**src/rtl/transfer_reg_1.sv**
```systemverilog
// transfer_reg_1: lower half of the transfer register (TR1-TR9) plus the TR9D
// delay latch feeding the upper stage. Parallel load from buffer A/B at X2,
// clear at X2+CLTR, serial shift at Z8+SRTR with a saturating 9-shift count.
// Optional feature: define TR_PARITY_EN to add the registered odd-parity output TRLPAR.

module transfer_reg_1 (
    input  logic       CLK,
    input  logic       RESET,
    input  logic       V1,
    input  logic       W1,
    input  logic       X2,
    input  logic       Y6,
    input  logic       Z8,
    input  logic       V4MOD2,
    input  logic       CLTR,
    input  logic       TBR,
    input  logic       SRTR,
    input  logic       MAOV,
    input  logic       MBOV,
    input  logic [8:0] BRA,
    input  logic [8:0] BRB,
    input  logic       SIN,
    output logic [8:0] TR,
    output logic       TR1V,
    output logic       TR1N,
    output logic       TR9D,
    output logic       TR9DN,
    output logic       SHF9
`ifdef TR_PARITY_EN
    ,
    output logic       TRLPAR
`endif
);

    logic [8:0] tr_q, tr_d;
    logic       tr9d_q, tr9d_d;
    logic [3:0] shcnt_q, shcnt_d;
    logic       shf9_q, shf9_d;

    // These phases only ever hold state; they are kept on the port list for the
    // timing generator's one-hot bus.
    logic unused_strobes;
    assign unused_strobes = ^{V1, W1, Y6, V4MOD2};

    // Next-state: X2 actions win over a coincident Z8 shift.
    always_comb begin
        tr_d    = tr_q;
        tr9d_d  = tr9d_q;
        shcnt_d = shcnt_q;
        shf9_d  = shf9_q;
        if (X2) begin
            if (CLTR) begin
                tr_d    = '0;
                tr9d_d  = 1'b0;
                shcnt_d = '0;
                shf9_d  = 1'b0;
            end else if (TBR && MAOV) begin
                tr_d    = BRA;
                shcnt_d = '0;
                shf9_d  = 1'b0;
            end else if (TBR && MBOV) begin
                tr_d    = BRB;
                shcnt_d = '0;
                shf9_d  = 1'b0;
            end
        end else if (Z8 && SRTR) begin
            tr9d_d  = tr_q[8];
            tr_d    = {tr_q[7:0], SIN};
            shcnt_d = (shcnt_q == 4'd9) ? 4'd9 : shcnt_q + 4'd1;
            shf9_d  = (shcnt_d == 4'd9);
        end
    end

    // State registers with synchronous reset.
    always_ff @(posedge CLK) begin
        if (RESET) begin
            tr_q    <= '0;
            tr9d_q  <= 1'b0;
            shcnt_q <= '0;
            shf9_q  <= 1'b0;
        end else begin
            tr_q    <= tr_d;
            tr9d_q  <= tr9d_d;
            shcnt_q <= shcnt_d;
            shf9_q  <= shf9_d;
        end
    end

    assign TR    = tr_q;
    assign TR1V  = tr_q[0];
    assign TR1N  = ~tr_q[0];
    assign TR9D  = tr9d_q;
    assign TR9DN = ~tr9d_q;
    assign SHF9  = shf9_q;

`ifdef TR_PARITY_EN
    logic trlpar_q;

    // Parity trails TR by one cycle; set makes the 10-bit total odd.
    always_ff @(posedge CLK) begin
        if (RESET) begin
            trlpar_q <= 1'b1;
        end else begin
            trlpar_q <= ~^tr_q;
        end
    end

    assign TRLPAR = trlpar_q;
`endif

endmodule
```
**config.mk**
```make
export PLATFORM = sky130hd
export DESIGN_NAME = transfer_reg_1
export DESIGN_NICKNAME = d
export VERILOG_FILES = /design/src/rtl/transfer_reg_1.sv
export SDC_FILE = /design/constraint.sdc
export NUM_CORES = 1
export LEC_CHECK = 0
export ABC_AREA = 0
export CAP_MARGIN = 30
export CORE_MARGIN = 2
export CORE_UTILIZATION = 25
export DETAILED_ROUTE_END_ITERATION = 10
export HOLD_SLACK_MARGIN = 0.08
export PLACE_DENSITY = 0.65
export SLEW_MARGIN = 20
export SYNTH_ARGS = -nofsm -noshare
export SYNTH_HDL_FRONTEND = slang
export SYNTH_SLANG_ARGS = --single-unit
export TNS_END_PERCENT = 30
```
**constraint.sdc**
```tcl
create_clock -name CLK -period 2.5 [get_ports CLK]
set_clock_uncertainty 0.1 [all_clocks]
set_input_delay 0.375 -clock CLK [delete_from_list [all_inputs] [get_ports CLK]]
set_output_delay 0.375 -clock CLK [all_outputs]
set_load 0.05 [all_outputs]
```
==> flow_metrics.tcl, run 1 <==
set metrics [dict create \
    outcome "finished, final reports clean" \
    ys.flop_type "dfxtp_1" \
    drc 0 \
    async_flop_share_pct 0 \
    p_int_w 0.000460 \
    via_per_inst 4.86 \
    period_minus_slack_ns 1.97 \
    n_antenna_cell 0 \
    r2r_end "shcnt_q[0]" \
    core_um2 3690 \
    post-cts-setup-buffer-count 0 \
    io_buffer_count 41 \
    p_seq_share_pct 38.7 \
    p_sw_w 0.000217 \
    yosys_warnings 0 \
    r2r-start "shcnt_q[0]" \
    grt_pass1_wl_mm 4.45 \
    num_rows 22 \
    ir_drop_mv 0.154 \
    vias 977 \
    synth_cells 111 \
    placed_area_um2 1420 \
    hold_start "SHF9" \
    dieHeight_um 66.0 \
    synth_edf_count 0 \
    drtPass1Iterations 4 \
    min_path_cells 1 \
    overflow 0 \
    slew_headroom_pct 66.0 \
    crit_chain "clkdlybuf4s50_1" \
    antenna_found_initial 0 \
    pwr-share-clk_pct 29.4 \
    syn_nets 145 \
    r2r_cells 5 \
    share_comb_of_total_power_pct 31.9 \
    path_clk_slew_ns 0.06 \
    ctsResizeCount 0 \
    grt_start_max_net_pins 15 \
    tightest_slew_ns 0.508 \
    antenna_left 0 \
    min_path_type "register to register" \
    rsz0062_at_grt "no" \
    cts_tree "built" \
    io_pins 46 \
    synth_seq_cells 15 \
    numCtsBuffers 3 \
    wl_per_cell_um 13.1 \
    synth_top_cell_by_area "dfxtp_1" \
    clock_path_buffers 2 \
    critPathSlowestCell "clkdlybuf4s50_1" \
    slew_violations 0 \
    drive_gt1_share_pct 12.4 \
    setup.worst_path.end_class "output port" \
    drt-initial-drc-count 61 \
    syn_area_per_cell_um2 8.65 \
    grt_usage_pct 12.8 \
    cts_sinks 15 \
    p_leak_nw 0.557 \
    wl_mm 2.63 \
    synth_top_area_share_pct 31.3 \
    r2r_setup_slack_ns 1.15 \
    max_freq_mhz 509 \
    grt_pass1_vias 961 \
    hold_viol_final 0 \
    chipWidth_um 66.0 \
    synth_area_um2 960 \
    syn_to_final_growth_pct 52.9 \
    period_share_pct 78.6 \
    startpoint_type "register" \
    holdPathEnd "SHF9" \
    routabilityCongestion 0.773 \
    cp_data_required_time_ns 2.03 \
    p_per_area_nw_per_um2 461 \
    path_class "register to output port" \
    fillers 411 \
    postLayoutCellArea_um2 1470 \
    worstPathArrival_ns 1.49 \
    path_delay_family "buffers and inverters" \
    cts-root-buf "clkbuf_8" \
    insertion_delay_ns 0.25 \
    layout.nets 188 \
    start_util_pct 26.0 \
    p_sw_share_pct 32.0 \
    yosysSeqAreaShare_pct 31.3 \
    maxCapViolations 0 \
    cts_hold_buffers 0 \
    path_max_fanout 4 \
    setup-violations-final 0 \
    die_area_um2 4350 \
    cts_max_level 1 \
    hpwl_mm 2.01 \
    synth.area.top_cells "dfxtp_1 (31%), mux2i_1 (9.4%), nor3_2 (8.3%)" \
    synth_cell_type_count 34 \
    final.setup.tns_ns 0 \
    max_stage_delay_ns 0.84 \
    crit_buf_inv 1 \
]
[placed cells by master (no fill, tap or decap), types with 2 or more instances in the layout]
master / Yosys / layout
nand2b_1: 4 / 4
o2bb2ai_1: 3 / 3
o221a_1: 7 / 7
nand2_1: 4 / 4
clkdlybuf4s50_1: 0 / 41
inv_1: 5 / 5
nand3_1: 2 / 2
a21oi_1: 3 / 3
nor2_1: 20 / 20
nor3_2: 8 / 8
dfxtp_1: 15 / 15
a31oi_1: 2 / 2
buf_4: 1 / 2
o21ai_0: 5 / 5
a211oi_1: 2 / 2
ha_1: 2 / 2
mux2i_1: 9 / 9
clkbuf_8: 0 / 3
[synth_stat cells (2+ instances only)]
master     count
o221a_1        7
nor2_1        20
nand2_1        4
nor3_2         8
clkbuf_1       2
mux2i_1        9
nand2b_1       4
a21oi_1        3
nand3_1        2
dfxtp_1       15
o21ai_0        5
a211oi_1       2
ha_1           2
inv_1          5
o2bb2ai_1      3
a31oi_1        2
[metal layers]
layer	track usage, %	routed length (um)
met1	14.9	1070
met2	23.5	1330
met3	3.07	215
met4	3.06	21
met5	0	0
[cell type report]
| type | count | area (um^2) | area share (%) |
|---|---|---|---|
| multi-input cells | 86 | 617 | 42.0 |
| flip-flops and latches | 15 | 300 | 20.5 |
| well taps | 48 | 60.1 | 4.09 |
| repair buffers | 43 | 425 | 29.0 |
| clock inverters | 1 | 5.00 | 0.341 |
| inverters | 5 | 18.8 | 1.28 |
| clock buffers | 3 | 41.3 | 2.81 |
[cells by family after synthesis]
logic type	share of synthesized area, %
adders and majority gates	2.61
and+or+nand+nor	28.8
DFF	31.3
buffers and inverters	4.43
muxes	9.39
AOI/OAI and AO/OA	23.5
[power by group through the flow]
stage	Sequential [W]	Clock, W	Combinational [W]
floorplan	0.000304	0	0.0000890
global placement	0.000267	0	0.000213
detailed placement	0.000268	0	0.000217
CTS	0.000262	0.000203	0.000218
global route	0.000264	0.000218	0.000231
finish	0.000262	0.000199	0.000216
[state kept, by name, indices dropped and copies added (netlist names)]
signal	flops
SHF9	1
TR9D	1
shcnt_q	4
TR	9
[per-stage QoR]
| step | cells | setup WS [ns] | hold slack [ns] | total power [W] | util (%) |
|---|---|---|---|---|---|
| 2_1_floorplan | 111 | 0.998 | 0.345 | 0.000393 | - |
| 3_3_place_gp | 197 | 0.446 | 0.353 | 0.000480 | 38.5 |
| 3_5_place_dp | 197 | 0.424 | 0.357 | 0.000484 | 38.5 |
| 4_1_cts | 201 | 0.539 | 0.375 | 0.000683 | 39.8 |
| 5_1_grt | 201 | 0.503 | 0.403 | 0.000712 | 39.8 |
| 6_report | 201 | 0.535 | 0.368 | 0.000677 | 39.8 |
[how the worst max path moves through the flow]
stage           from          to  slack [ns]  cells after the start
6_report       TR[5]       TR[5]        0.53                      1
5_1_grt        TR[0]       TR[0]        0.50                      1
4_1_cts        TR[0]       TR[0]        0.54                      1
3_5_place_dp      X2  shcnt_q[2]        0.42                      5
3_3_place_gp      X2  shcnt_q[2]        0.45                      5
2_1_floorplan  TR[0]        TR1N         1.0                      1
No activity file was read; power rests on OpenSTA's default activity.
==> inputs of run 2 (changes only) <==
Clock period 2.5 ns to 1.81 ns, I/O delays scaled along.
==> run 2 against run 1 <==
Utilization grew 0.75 points. Highest routed layer unchanged. First-iteration DRC count shrank 11%. Sequential share of layout area fell by 0.38 points.
==> flow_metrics.tcl, run 2 (synthesized netlist as in run 1, its figures left out) <==
set metrics [dict create \
    largest_register_ff_count 9 \
    core_um2 3690 \
    cts_sinks 15 \
    min_path_type "register to register" \
    ir_drop_mv 0.188 \
    min_path_cells 1 \
    p_leak_nw 0.611 \
    cts_max_level 1 \
    chipWidth_um 66.0 \
    hold_viol_final 0 \
    path_max_fanout 7 \
    period_minus_slack_ns 1.56 \
    post-cts-setup-buffer-count 0 \
    insertion_delay_ns 0.25 \
    outcome "finished, final reports clean" \
    antenna_left 0 \
    r2r_cells 5 \
    drc 0 \
    drtPass1Iterations 4 \
    ctsResizeCount 0 \
    fillers 395 \
    r2r_end "shcnt_q[0]" \
    rsz0062_at_grt "no" \
    r2r_setup_slack_ns 0.38 \
    numCtsBuffers 3 \
    max_freq_mhz 641 \
    p_per_area_nw_per_um2 636 \
    drive_gt1_share_pct 24.1 \
    path_clk_slew_ns 0.06 \
    slew_violations 0 \
    overflow 0 \
    grt_pass1_vias 933 \
    antenna_found_initial 0 \
    dieHeight_um 66.0 \
    worstPathArrival_ns 1.64 \
    start_util_pct 26.0 \
    die_area_um2 4350 \
    wl_mm 2.64 \
    clock_path_buffers 2 \
    vias 998 \
    layout.nets 193 \
    routabilityCongestion 0.761 \
    hold_start "SHF9" \
    startpoint_type "input port" \
    cp_data_required_time_ns 1.89 \
    cts-root-buf "clkbuf_8" \
    multiInputGateArea_um2 617 \
    via_per_inst 4.84 \
    wl_per_cell_um 12.8 \
    r2r-start "shcnt_q[0]" \
    n_antenna_cell 0 \
    cts_tree "built" \
    tightest_slew_ns 0.360 \
    setup-violations-final 0 \
    hpwl_mm 2.09 \
    syn_to_final_growth_pct 55.8 \
    grt_usage_pct 12.5 \
    final.setup.tns_ns 0 \
    grt_pass1_wl_mm 4.28 \
    slew_headroom_pct 76.0 \
    path_class "input port to register" \
    final_cell_mix "clkdlybuf4s50_1 (27), nor2_1 (20), buf_4 (19)" \
    io_buffer_count 41 \
    maxCapViolations 0 \
    final_common_cell "clkdlybuf4s50_1" \
    num_rows 22 \
    drt-initial-drc-count 54 \
    period_share_pct 86.2 \
    hold_ws_ns 0.369 \
    io_pins 46 \
    seq_area_um2 300 \
    totalPowerFinal_w 0.000951 \
    cts_hold_buffers 0 \
    holdPathEnd "SHF9" \
    grt_start_max_net_pins 15 \
    setup.worst_path.end_class "register" \
]
## run 2: metal layers
layer	global-route usage, %	vias to the layer above	routed length (um)
met5	0	-	0
met4	2.30	0	4
met2	23.5	30	1320
li1	-	498	-
met1	14.1	468	1140
met3	3.58	2	180
## run 2: final cells by class
cell class,count,share of cell area [%]
Timing Repair Buffer,48,30.3
Inverter,5,1.26
Multi-Input combinational cell,86,41.3
Clock buffer,3,2.76
Sequential cell,15,20.1
Tap cell,48,4.02
Clock inverter,1,0.335
## run 2: per-stage QoR
stage | instances | util (%) | setup WS [ns] | area (um^2)
floorplan | 111 | - | 0.412 | 960
global placement | 202 | 39.3 | 0.0204 | 1450
detailed placement | 202 | 39.3 | -0.0126 | 1450
CTS | 206 | 40.5 | 0.257 | 1500
global route | 206 | 40.5 | 0.108 | 1500
finish | 206 | 40.5 | 0.250 | 1500
## run 2: worst max-delay path by stage
| stage | from | end | slack, ns | cells past startpoint |
|---|---|---|---|---|
| floorplan | TR[0] | TR1N | 0.41 | 1 |
| global placement | X2 | shcnt_q[1] | 0.02 | 6 |
| detailed placement | X2 | shcnt_q[1] | -0.01 | 6 |
| CTS | X2 | shcnt_q[1] | 0.26 | 6 |
| global route | X2 | shcnt_q[1] | 0.11 | 6 |
| finish | X2 | shcnt_q[1] | 0.25 | 6 |
## run 2: power by group
group | switching, W | leakage, nW | total (W) | internal [W]
Combinational | 0.000165 | 0.463 | 0.000311 | 0.000146
Clock | 0.000126 | 0.0255 | 0.000278 | 0.000153
Sequential | 0.0000153 | 0.123 | 0.000362 | 0.000347
Total | 0.000306 | 0.611 | 0.000951 | 0.000645
## run 2: critical path: stages
cell and delay, ns:
clkdlybuf4s50_1 0.49, buf_4 0.19, or2_1 0.27, nor2_1 0.13, o21ai_0 0.14, o2bb2ai_1 0.16
